--- src/rtl/countdown_timer.sv ---
// Millisecond countdown timer: a TICK_DIV-cycle prescaler drives a 32-bit
// down-counter through an IDLE/RUN/PAUSE/DONE state machine with registered outputs.
module countdown_timer #(
    parameter int TICK_DIV = 50000
) (
    input  logic        clk,
    input  logic        rst,
    input  logic        load,
    input  logic [31:0] load_val,
    input  logic        start,
    input  logic        pause,
    output logic [31:0] remaining,
    output logic        running,
    output logic        done,
    output logic        expired
);

    localparam int PRESC_W = (TICK_DIV > 2) ? $clog2(TICK_DIV) : 1;
    localparam logic [PRESC_W-1:0] PRESC_LAST = PRESC_W'(TICK_DIV - 1);

    typedef enum logic [1:0] {
        IDLE  = 2'd0,
        RUN   = 2'd1,
        PAUSE = 2'd2,
        DONE  = 2'd3
    } state_t;

    state_t               state_q, state_d;
    logic [PRESC_W-1:0]   presc_q, presc_d;
    logic [31:0]          remaining_q, remaining_d;
    logic                 running_q, running_d;
    logic                 done_q, done_d;
    logic                 expired_q, expired_d;
    logic                 tick;

    assign tick = (presc_q == PRESC_LAST);

    always_comb begin
        state_d     = state_q;
        presc_d     = presc_q;
        remaining_d = remaining_q;
        expired_d   = expired_q;
        done_d      = 1'b0;

        if (load) begin
            remaining_d = load_val;
            presc_d     = '0;
            expired_d   = 1'b0;
            state_d     = IDLE;
        end else begin
            unique case (state_q)
                IDLE: begin
                    if (start && (remaining_q != 32'd0)) begin
                        state_d = RUN;
                        presc_d = '0;
                    end
                end
                RUN: begin
                    // A tick is never lost to a coincident pause; expiry outranks pause.
                    if (tick) begin
                        presc_d = '0;
                        if (remaining_q != 32'd0) begin
                            remaining_d = remaining_q - 32'd1;
                        end
                        if (remaining_q <= 32'd1) begin
                            state_d   = DONE;
                            expired_d = 1'b1;
                            done_d    = 1'b1;
                        end else if (pause) begin
                            state_d = PAUSE;
                        end
                    end else if (pause) begin
                        state_d = PAUSE;
                    end else begin
                        presc_d = presc_q + PRESC_W'(1);
                    end
                end
                PAUSE: begin
                    if (!pause && start) begin
                        state_d = RUN;
                    end
                end
                DONE: begin
                    state_d = DONE;
                end
                default: begin
                    state_d = IDLE;
                end
            endcase
        end

        running_d = (state_d == RUN);
    end

    always_ff @(posedge clk) begin
        if (rst) begin
            state_q     <= IDLE;
            presc_q     <= '0;
            remaining_q <= '0;
            running_q   <= 1'b0;
            done_q      <= 1'b0;
            expired_q   <= 1'b0;
        end else begin
            state_q     <= state_d;
            presc_q     <= presc_d;
            remaining_q <= remaining_d;
            running_q   <= running_d;
            done_q      <= done_d;
            expired_q   <= expired_d;
        end
    end

    assign remaining = remaining_q;
    assign running   = running_q;
    assign done      = done_q;
    assign expired   = expired_q;

endmodule

--- config.mk ---
export PLATFORM = sky130hd
export DESIGN_NAME = countdown_timer
export DESIGN_NICKNAME = d
export VERILOG_FILES = /design/src/rtl/countdown_timer.sv
export SDC_FILE = /design/constraint.sdc
export NUM_CORES = 1
export LEC_CHECK = 0
export ABC_AREA = 1
export BUFFER_PORTS_ARGS = -buffer_cell sky130_fd_sc_hd__buf_4
export CAP_MARGIN = 5
export CORE_ASPECT_RATIO = 0.75
export CORE_MARGIN = 4
export CORE_UTILIZATION = 55
export DETAILED_ROUTE_END_ITERATION = 8
export GPL_ROUTABILITY_DRIVEN = 0
export PLACE_DENSITY = 0.88
export RECOVER_POWER = 25
export SETUP_SLACK_MARGIN = 0.05
export SLEW_MARGIN = 20
export SYNTH_ARGS = -nofsm -noshare
export SYNTH_HDL_FRONTEND = slang
export SYNTH_SLANG_ARGS = --single-unit
--- constraint.sdc ---
create_clock -name clk -period 3.8 [get_ports clk]
set_input_delay 0.76 -clock clk [delete_from_list [all_inputs] [get_ports clk]]
set_output_delay 0.76 -clock clk [all_outputs]
set_load 0.01 [all_outputs]
==> run metrics <==
CP dominant cell by count=nor2_1; die area=8503 sq um; M2 GR Usage=44.75%; core area=6832 sq um; syn_area_per_cell=5.820 sq um; CP Data Arrival Time=2.83 ns; Pins Over Slew Limit=0; Root Driver=clkbuf_8; largest family of logic cells by synthesized area=simple AND/OR/NAND/NOR gates; Worst Path Buf+Inv=3; I/O pin cnt=72; met3 track demand over resource=4.845%; crit end category=flop; fill count=648; port buffer count=71; post-CTS resize count=0; Die Y=80.87 um; placed cells=804; Final period util=68.60%; Final Hold Vio Count=0; Global Route Usage Sum=27.55%; CTS tree=done; Adder-Cell Fraction of Synth Area=0.9640%; layout overhead on the synthesized area=14.72%; PD cells=329.8 nW/um^2; CP max-delay cell=clkinv_1; Most used DFF post-synth=dfxtp_1; Pleak=2.055 nW; Initial Util=57.00%; max incr delay on CP=0.91 ns; mux contribution to synthesized area=0.5141%; Seq cells post-synth=53; GRT overflow=0; drt total wl=11.58 mm; DR WL/cell=14.26 um; M1 GR Usage=37.80%; post-synth top area share=27.25%; number of flops mapped to enable cells by yosys=0; gr busiest metal=met2; minimum clock period=2.607 ns; number of diodes=0; Yosys cell types=36; post-route setup TNS=0 ns; top cells by area, synth=dfxtp_1 (27%), nand2_1 (20%), nor2_1 (11%), nand3_1 (11%), inv_1 (5.9%); nets@finish=767; CTS Buf Count=5; final setup skew=0.007934 ns; total iterations of the first detailed-routing run=6; Synth Area in Simple Gates=48.75%; clock tree sinks=53; Longest Clk Path Bufs=2; post-route cell area=4467 sq um; Die X-Extent=105.2 um; clock latency on the worst-skew pair=0.33 ns; global-route wire length before repair=19.22 mm; Mapped Area=3894 sq um; H-tree depth=2; pin count of the biggest net entering global routing=40; Worst Tran Pin Value=0.9981 ns; CP required=4.03 ns; CP max FO=39; Ys Warns=0; Seq/Total Area, Yosys=27.25%; CP top delay family=buffers and inverters; dpl cell area=4412 sq um; HPWL Detailed=8.643 mm; Row Count=26; CP cell instances=buf_4 -> clkinv_1 -> nand2_8 -> inv_6 -> nor2_1 -> nor2_1; initial antenna violation count=0; Setup crit start kind=primary input; Worst slew margin=33.05%; syn_nets=709; Peak Freq=383.6 MHz; fraction of layout cells with a size suffix above 1=12.36%; async set or reset register ratio after synthesis=0%; max-cap violation count=0; Mapped Cells=669; Routed Antenna Nets=0; Peak VDD IR=222.0 uV; unrepaired setup endpoints after global routing=false; # DRC=0; hold_buf cts=0; vias in the first global route=4158; Non-Filler Instances=812; routed vias/inst=5.645; Worst Hold Slack=0.4645 ns; final setup vio count=0; outcome=finished, final reports clean; Post-CTS Setup Repair Bufs=0; Compound-Gate Fraction of Synth Area=9.222%; CTS clk-pin slew, worst paths=0.10 ns; kind of critical path=in2reg; cell taking the most area after synthesis=dfxtp_1; XOR/XNOR Fraction of Synth Area=3.149%; class of the worst hold path=reg2reg; via count=4584; 1st-iter DRT viols=485
## worst register-to-register path, stage by stage (launching register included)
cell,delay (ns)
dfxtp_1,0.36
inv_1,0.15
ha_1,0.24
nand2_1,0.08
nor2_1,0.23
nand2_1,0.15
nor2_2,0.18
nand2_2,0.13
nand2_2,0.12
nand2_4,0.12
nand2_4,0.17
inv_1,0.15
nor2_1,0.13
nor2_1,0.06
## cells in the final DEF (no fill, tap or decap), types with 3 or more instances in the layout
master,netlist,final
a21oi_1,34,34
buf_4,0,49
clkbuf_1,12,22
clkbuf_8,0,5
dfxtp_1,53,53
ha_1,3,3
inv_1,61,60
inv_2,9,9
nand2_1,206,206
nand2_2,3,3
nand2_4,3,3
nand3_1,83,83
nand4_1,7,7
nor2_1,116,116
nor2_2,8,8
nor2_4,3,3
nor3_1,4,4
o21ai_0,20,20
o21bai_1,3,3
xnor2_1,10,10
xor2_1,4,4
## synthesized netlist by cell type, drive strengths merged, types with 2 or more instances
cell type	n
nand2	214
nor2	127
nand3	83
inv	71
dfxtp	53
a21oi	36
o21ai	21
clkbuf	12
xnor2	10
buf	8
nand4	7
nor3	4
xor2	4
ha	3
o21bai	3
a21boi	2
mux2i	2
nand3b	2
or2	2
## per-stage QoR
stage	total power [W]	setup WS [ns]	util [%]
floorplan	0.0008814	2.005	-
global placement	0.0009952	1.344	64.58
detailed placement	0.001009	1.248	64.58
CTS	0.001476	1.511	66.59
global route	0.001540	0.9769	65.38
finish	0.001473	1.193	65.38
## state kept, by name, indices dropped and copies added, names as in the netlist
register   cells
remaining     32
presc_q       16
done           1
running        1
state_q        2
expired        1
## power by group
| part | internal (W) | switching, W | leakage (nW) |
|---|---|---|---|
| clock | 0.000265 | 0.000209 | 0.0687 |
| combinational | 0.000133 | 0.000244 | 1.55 |
| sequential | 0.000581 | 0.0000414 | 0.434 |
## routing by layer
layer	share of wire, %	wire [um]	vias up
li1	-	-	2226
met1	43	5026	2089
met3	11	1327	14
met4	1.3	151	0
met2	44	5077	255
met5	0	0	-
## path summary, 6_finish.rpt
| kind | to | start | slack [ns] | depth (start not counted) |
|---|---|---|---|---|
| worst max-delay path | remaining[1]$_SDFFE_PP0P_ | load | 1.19 | 6 |
| worst min register to register | expired$_SDFFE_PP0P_ | expired$_SDFFE_PP0P_ | 0.46 | 1 |
| worst min-delay path | expired$_SDFFE_PP0P_ | expired$_SDFFE_PP0P_ | 0.46 | 1 |
| worst max register to register | presc_q[2]$_SDFFE_PP0P_ | remaining[0]$_SDFFE_PP0P_ | 1.45 | 13 |
## kinds of logic after synthesis
kind of cell | after synthesis
and+or+nand+nor | 440
AOI/OAI and AO/OA | 65
DFF | 53
buffers and inverters | 92
xor gates and xnor gates | 14
adders and majority gates | 3
muxes | 2
## area by class of cell
cell class / count / area (sq um) / area share, %
clock buffers: 5 / 68.82 / 1.541
clock inverters: 3 / 68.82 / 1.541
inverters: 72 / 275.3 / 6.162
multi-input cells: 524 / 2437 / 54.57
flip-flops and latches: 53 / 1061 / 23.75
well taps: 84 / 105.1 / 2.353
repair buffers: 71 / 450.4 / 10.08
Power figures use the tool's default switching activity.
